===== src/rtl/serial_subtractor_if.sv =====
// Bus bundle for the bit-serial subtractor: operand request side plus result side.
//
// Handshake: the master raises start with A/B/Bin stable. The slave accepts it
// on any rising edge where busy=0. There is no ready signal; busy=0 is the ready
// indication. A start seen while busy=1 is dropped, not queued. Once accepted,
// busy stays high for WIDTH cycles. Then done pulses for exactly one cycle, and
// Diff/Bout are valid from that cycle until the next completion or reset.
interface serial_subtractor_if #(
  parameter int WIDTH = 8
);
  logic             start;
  logic [WIDTH-1:0] A;
  logic [WIDTH-1:0] B;
  logic             Bin;
  logic [WIDTH-1:0] Diff;
  logic             Bout;
  logic             busy;
  logic             done;

  modport master (
    output start, A, B, Bin,
    input  Diff, Bout, busy, done
  );

  modport slave (
    input  start, A, B, Bin,
    output Diff, Bout, busy, done
  );
endinterface


===== src/rtl/serial_subtractor.sv =====
// Bit-serial subtractor: Diff = A - B - Bin (mod 2^WIDTH), LSB first.
// A single full-subtract cell and a borrow flop are reused for WIDTH cycles.
// dbg_state exposes the FSM encoding: 0 = IDLE, 1 = SHIFT, 2 = DONE.
module serial_subtractor #(
  parameter int WIDTH = 8
) (
  input  logic                 clk,
  input  logic                 rst_n,
  serial_subtractor_if.slave   bus,
  output logic [1:0]           dbg_state
);

  localparam int CW = (WIDTH > 1) ? $clog2(WIDTH) : 1;

  typedef enum logic [1:0] {
    S_IDLE  = 2'd0,
    S_SHIFT = 2'd1,
    S_DONE  = 2'd2
  } state_t;

  state_t           state;
  state_t           state_nxt;

  logic [WIDTH-1:0] a_sr;
  logic [WIDTH-1:0] b_sr;
  logic [WIDTH-1:0] d_sr;
  logic             brw;
  logic [CW-1:0]    cnt;

  logic [WIDTH-1:0] diff_q;
  logic             bout_q;

  logic             a0;
  logic             b0;
  logic             d_bit;
  logic             brw_nxt;
  logic             accept;
  logic             last_bit;

  // One full-subtract cell on the current LSBs, plus the accept and last-bit qualifiers.
  always_comb begin
    a0       = a_sr[0];
    b0       = b_sr[0];
    d_bit    = a0 ^ b0 ^ brw;
    brw_nxt  = (~a0 & b0) | (~(a0 ^ b0) & brw);
    accept   = (state != S_SHIFT) && bus.start;
    last_bit = (cnt == CW'(WIDTH - 1));
  end

  // State register.
  always_ff @(posedge clk) begin
    if (!rst_n) begin
      state <= S_IDLE;
    end else begin
      state <= state_nxt;
    end
  end

  // Next-state logic. DONE accepts a new start so back-to-back ops cost WIDTH+1 cycles.
  always_comb begin
    state_nxt = state;
    case (state)
      S_IDLE: begin
        if (bus.start) state_nxt = S_SHIFT;
      end
      S_SHIFT: begin
        if (last_bit) state_nxt = S_DONE;
      end
      S_DONE: begin
        state_nxt = bus.start ? S_SHIFT : S_IDLE;
      end
      default: state_nxt = S_IDLE;
    endcase
  end

  // Operand capture, bit-serial shifting and result latch. The result stays held across new starts.
  always_ff @(posedge clk) begin
    if (!rst_n) begin
      a_sr   <= '0;
      b_sr   <= '0;
      d_sr   <= '0;
      brw    <= 1'b0;
      cnt    <= '0;
      diff_q <= '0;
      bout_q <= 1'b0;
    end else if (accept) begin
      a_sr <= bus.A;
      b_sr <= bus.B;
      brw  <= bus.Bin;
      cnt  <= '0;
    end else if (state == S_SHIFT) begin
      a_sr <= a_sr >> 1;
      b_sr <= b_sr >> 1;
      d_sr <= {d_bit, d_sr[WIDTH-1:1]};
      brw  <= brw_nxt;
      if (last_bit) begin
        cnt    <= '0;
        diff_q <= {d_bit, d_sr[WIDTH-1:1]};
        bout_q <= brw_nxt;
      end else begin
        cnt <= cnt + CW'(1);
      end
    end
  end

  // Status and result outputs.
  assign bus.busy  = (state == S_SHIFT);
  assign bus.done  = (state == S_DONE);
  assign bus.Diff  = diff_q;
  assign bus.Bout  = bout_q;
  assign dbg_state = state;

endmodule

===== src/flat_wrapper.sv =====
// flat-port wrapper written by rule: the top's interface ports become plain ports
module serial_subtractor_flat 
#(
  parameter int WIDTH = 8
)
  (clk, rst_n, dbg_state, bus_start, bus_A, bus_B, bus_Bin, bus_Diff, bus_Bout, bus_busy, bus_done);
  serial_subtractor_if #(.WIDTH(WIDTH)) bus_i ();
  input  logic clk;
  input  logic rst_n;
  output logic [1:0] dbg_state;
  input wire logic [$bits(bus_i.start)-1:0] bus_start;
  input wire logic [$bits(bus_i.A)-1:0] bus_A;
  input wire logic [$bits(bus_i.B)-1:0] bus_B;
  input wire logic [$bits(bus_i.Bin)-1:0] bus_Bin;
  output wire logic [$bits(bus_i.Diff)-1:0] bus_Diff;
  output wire logic [$bits(bus_i.Bout)-1:0] bus_Bout;
  output wire logic [$bits(bus_i.busy)-1:0] bus_busy;
  output wire logic [$bits(bus_i.done)-1:0] bus_done;
  assign bus_i.start = bus_start;
  assign bus_i.A = bus_A;
  assign bus_i.B = bus_B;
  assign bus_i.Bin = bus_Bin;
  assign bus_Diff = bus_i.Diff;
  assign bus_Bout = bus_i.Bout;
  assign bus_busy = bus_i.busy;
  assign bus_done = bus_i.done;
  serial_subtractor #(.WIDTH(WIDTH)) u_core (.clk(clk), .rst_n(rst_n), .bus(bus_i), .dbg_state(dbg_state));
endmodule

===== config.mk =====
export PLATFORM = sky130hd
export DESIGN_NAME = serial_subtractor_flat
export DESIGN_NICKNAME = d
export VERILOG_FILES = /design/src/rtl/serial_subtractor_if.sv /design/src/rtl/serial_subtractor.sv /design/src/flat_wrapper.sv
export SDC_FILE = /design/constraint.sdc
export NUM_CORES = 1
export LEC_CHECK = 0
export ABC_CLOCK_PERIOD_IN_PS = 1380
export BUFFER_PORTS_ARGS = -buffer_cell sky130_fd_sc_hd__buf_2
export CAP_MARGIN = 10
export CORE_UTILIZATION = 48
export DETAILED_ROUTE_END_ITERATION = 6
export PLACE_DENSITY_LB_ADDON = 0.05
export SETUP_SLACK_MARGIN = 0.15
export SLEW_MARGIN = 20
export SYNTH_ARGS = -nofsm -noshare
export SYNTH_HDL_FRONTEND = slang
export SYNTH_SLANG_ARGS = --single-unit

===== constraint.sdc =====
create_clock -name clk -period 1.38 [get_ports clk]
set_clock_uncertainty 0.2 [all_clocks]
set_input_delay 0.138 -clock clk [delete_from_list [all_inputs] [get_ports clk]]
set_output_delay 0.138 -clock clk [all_outputs]
set_load 0.02 [all_outputs]

* Word-level counts from Yosys, hierarchy flattened
Cells that the tools add are included.
** Word-level totals
- Register bits :: 39
- Bits of input ports :: 20
- Output and inout port bits :: 13
- Word-level logic and storage cells :: 42
** Cells by class
- Add/subtract/negate cells :: 1
- Equal/unequal tests :: 6
- Muxes and demuxes :: 11
- Bitwise gates (word level) :: 9
- Reduce and logical (&&, ||, !) cells :: 7
** Operators with widths (count)
- 8-bit 2-to-1 mux :: 4
- 2-bit one-hot mux with 3 select lines :: 1
- 2-bit 2-to-1 mux :: 2
- 2-bit by 1-bit inequality test with 1-bit output, second input constant :: 2
- 1-bit NOT :: 4
- 2-bit AND reduction :: 2
- 3-bit by 1-bit adder with 3-bit output, second input constant :: 1
- 3-bit equality test, second input constant :: 1
- 1-bit 2-to-1 mux :: 3
- 3-bit 2-to-1 mux :: 1
- 3-bit AND reduction :: 1
- 1-bit bitwise AND :: 2
- 2-bit by 1-bit equality test with 1-bit output, second input constant :: 1
- 2-bit equality test, second input constant :: 1
- 2-bit logical NOT :: 1
- 2-bit inequality test, second input constant :: 1
- 2-bit nonzero test :: 1
- 2-bit OR reduction :: 1
- 1-bit bitwise XOR :: 2
- 1-bit logical AND :: 1
- 1-bit bitwise OR :: 1

* Logic depth before layout (Yosys ltp)
- Depth in word-level cells :: 6
- Mapped depth :: 6
- Mapped depth without buffers :: 5

* Worst setup path after synthesis
Ideal clock, no wire load.
- Path type :: register to register
- Start :: register u_core.cnt[0]
- End :: register u_core.bout_q (netlist: u_core.bus.Bout)
- Library setup time :: 0.116 ns
- Arrival time :: 1.191 ns
- Data required time :: 1.064 ns
- Slack :: -0.128 ns
- Cell stages (with the launch flop) :: 6
- Buffers on the path :: 1
- Period minus slack after synthesis :: 1.508 ns
- Cells stage by stage :: dfxtp_1 ha_1 ha_1 and3b_1 buf_2 o211a_1
** Between the ends
- Word-level cells in the longest chain between the ends :: 2
** RTL lines
- start, declared :: line serial_subtractor.sv:28 : logic [CW-1:0] cnt;
- start signal, assigned :: line serial_subtractor.sv:101 : cnt <= cnt + CW'(1);
- 3-bit equality test :: line serial_subtractor.sv:47 : last_bit = (cnt == CW'(WIDTH - 1));
- 3-bit AND reduction (no line)
- end signal, assigned :: line serial_subtractor.sv:99 : bout_q <= brw_nxt;
- end, declared :: line serial_subtractor.sv:31 : logic bout_q;
Every way passes these cells.
A chain may end at the register's enable or synchronous reset.

* Worst setup path after layout
Ends and elaborated chain as after synthesis.

==> impl_metrics.toml <==
[status]
outcome = "complete, but fails checks"
violations = "setup timing"

[floorplan]
die_h_um = 59.67
core_area_um2 = 3103
initial_core_util = 0.5145
ios = 33
fp.dieW_um = 59.67
row_count = 20
die_area_um2 = 3561

[global_route]
grt_pass1_wl_um = 6182
grt_overflow = 0
grt_pass1_vias = 1507
globalRouteTotalUtil = 0.2345
antenna_found_initial = 0
grt_max_degree = 18

[worst_setup_path]
setup.worst_path.end_class = "flop"
arrival_ns = 1.48
crit_type = "flop to flop"
cp_max_fo = 5
reg2reg_depth = 4
crit_required_ns = 1.43
regToRegEndpoint = "u_core.bus.Bout"
rrSetupSlack_ns = -0.05
reg2reg_from = "u_core.cnt[0]"
cp-start-kind = "flop"

[cells_and_area]
area_growth_pct = 49.69
antenna_cells = 0
nets = 273
postLayoutCellArea_um2 = 2390
multi_input_area_um2 = 883.3
fill_cells = 243
layout-drive-gt1-share = 0.4821
seqCellArea_um2 = 783.3

[synth]
yosysMostFrequentCell = "nand2_1"
synth_nets = 209
synth_top_area_frac = 0.4765
syn_inst = 186
yosys-top-cells-count = "43 x nand2_1, 38 x dfxtp_1, 28 x a21oi_1, 14 x nand3_1, 14 x o21ai_0"
synth_edf_count = 0
yosysSeqAreaShare = 0.4765
synthFlopType = "dfxtp_1"
ys_top_cells_by_area = "dfxtp_1 48%, nand2_1 10%, a21oi_1 8.8%"
synth_top_area_cell = "dfxtp_1"
synth_seq_cells = 38
synth.distinct_cells = 32
ys_async_sr_fraction = 0
ys_warn_count = 0
syn_area_per_cell_um2 = 8.583
syn_area_um2 = 1597

[sta]
worst_pin_slew_ns = 0.5330
post-route-period-util = 1.038
holdWs_ns = 0.02126
max_freq_mhz = 697.9
rsz0062_at_grt = "true"
slew_viol_final = 0
period_needed_ns = 1.433
setup_viol = 7
hold_viol = 0
fin_ws_ns = -0.05294
maxSlewHeadroom = 0.6443

[drt]
ant_nets = 0
vias = 1508
dr.first_iter.drc_count = 58
wl_per_cell_um = 12.86
dr.pass1.iters = 4
met2_length_um = 2044
viasPerCell = 5.112
met1_length_um = 1561
dr.max_layer_used = "met4"
routed_wl_um = 3793
drcViolationCount = 0
dr_wl_met3_um = 156

[clock_network]
clk_latency_ns = 0.34
h-tree-depth = 2
cts_made_buffers = 5
cts.sinks = 38
cts_root_buf = "clkbuf_4"
cts_tree = "built"
path_clk_slew_ns = 0.12
clk_path_buf_depth = 2

[place]
hpwlAfterDp_um = 2266
port_buffers = 32
place_area_um2 = 1849
gp_congestion = 0.7370

[hold_path]
hold_depth = 4
min_to = "u_core.b_sr[0]"
hold_class = "input pin to flop"
min_from = "bus_start"

[power_and_ir_drop]
leakage_uw = 0.0009848
clkPwrFrac = 0.328
pwr-share-seq = 0.509
intPower_uw = 1723
vdd_drop_max_mv = 0.9929
p_sw_uw = 616.9
p_comb_frac = 0.163
netSwitchingFraction = 0.2637
p_per_area_nw_per_um2 = 979.1

[run]
maxCapViolCount = 0
==> worst max path at each step <==
| stage | from | end | slack [ns] |
|---|---|---|---|
| 3_3_place_gp | u_core.cnt[1] | u_core.bus.Bout | -0.07 |
| 2_1_floorplan | u_core.cnt[0] | u_core.bus.Bout | -0.03 |
| 4_1_cts | u_core.cnt[0] | u_core.bus.Bout | -0.03 |
| 6_report | u_core.cnt[0] | u_core.bus.Bout | -0.05 |
| 5_1_grt | u_core.cnt[1] | u_core.bus.Diff[5] | -0.09 |
| 3_5_place_dp | u_core.cnt[1] | u_core.bus.Bout | -0.12 |
==> metal layers <==
layer | vias up | global-route usage
met3 | 5 | 0.07143
met2 | 39 | 0.4365
met4 | 0 | 0.08306
met5 | - | 0
li1 | 765 | -
met1 | 699 | 0.2459
==> cell usage in the layout, fill, tap and decap left out, drive strengths merged <==
cell type and instances:
and3b 2, and3 1, ha 2, bufinv 1
nand2 43, nor3 1, o21ai 14, dlygate4sd3 18
and2 1, o22ai 1, mux2i 2, nand3b 1
nand2b 1, o211a 1, buf 51, clkbuf 5
a21oi 38, a221oi 1, dfxtp 38, o21a 1
inv 6, nor2 3, a21boi 2, clkinvlp 1
fa 1, nand3 14, nor2b 1
==> power by group through the flow <==
stage          logic (µW)  clock network [µW]  registers (µW)
2_1_floorplan         218                   0            1200
3_5_place_dp          280                   0            1210
5_1_grt               420                 831            1200
4_1_cts               366                 783            1190
6_report              381                 767            1190
3_3_place_gp          269                   0            1210
==> critical path, stage by stage (launching register included) <==
cell,delay [ns]
dfxtp_2,0.36
ha_4,0.16
ha_4,0.16
and3b_2,0.24
o211a_1,0.22
==> per-stage QoR <==
stage	cells	utilization	setup TNS [ns]	power (µW)	setup WS, ns
finish	295	0.7702	-0.1439	2340	-0.05294
global route	295	0.7702	-1.025	2449	-0.08722
CTS	295	0.7427	-0.1046	2337	-0.03211
detailed placement	261	0.5960	-0.3190	1488	-0.1179
global placement	261	0.5960	-0.1194	1475	-0.07174
floorplan	186	-	-0.03214	1422	-0.03214
==> area by class of cell <==
cell class / count / area share
Sequential cell: 38 / 0.3277
Clock buffer: 5 / 0.01571
Tap cell: 44 / 0.02304
Multi-Input combinational cell: 131 / 0.3696
Inverter: 5 / 0.01099
Timing Repair Buffer: 69 / 0.2346
Clock inverter: 3 / 0.01832
==> what timing repair did <==
action,in CTS,in global routing
hold endpoints to repair,19,0
buffers inserted,6,0
setup endpoints to repair,42,51
pin swaps,15,13
gates resized for setup,38,30
cloned,2,0
hold buffers,18,0
==> sequential cells by signal, indices dropped and copies added, names as in the netlist <==
register / flops
u_core.a_sr: 8
u_core.d_sr: 7
u_core.dbg_state: 2
u_core.brw: 1
u_core.cnt: 3
u_core.bus.Bout: 1
u_core.b_sr: 8
u_core.bus.Diff: 8
==> kinds of logic after synthesis <==
logic type / share of synthesized area
compound gates: 0.2202
mux: 0.01254
buf+inv: 0.07993
simple gates: 0.1826
flops: 0.4765
fa+ha+maj: 0.02821
Power figures use the tool's default switching activity.
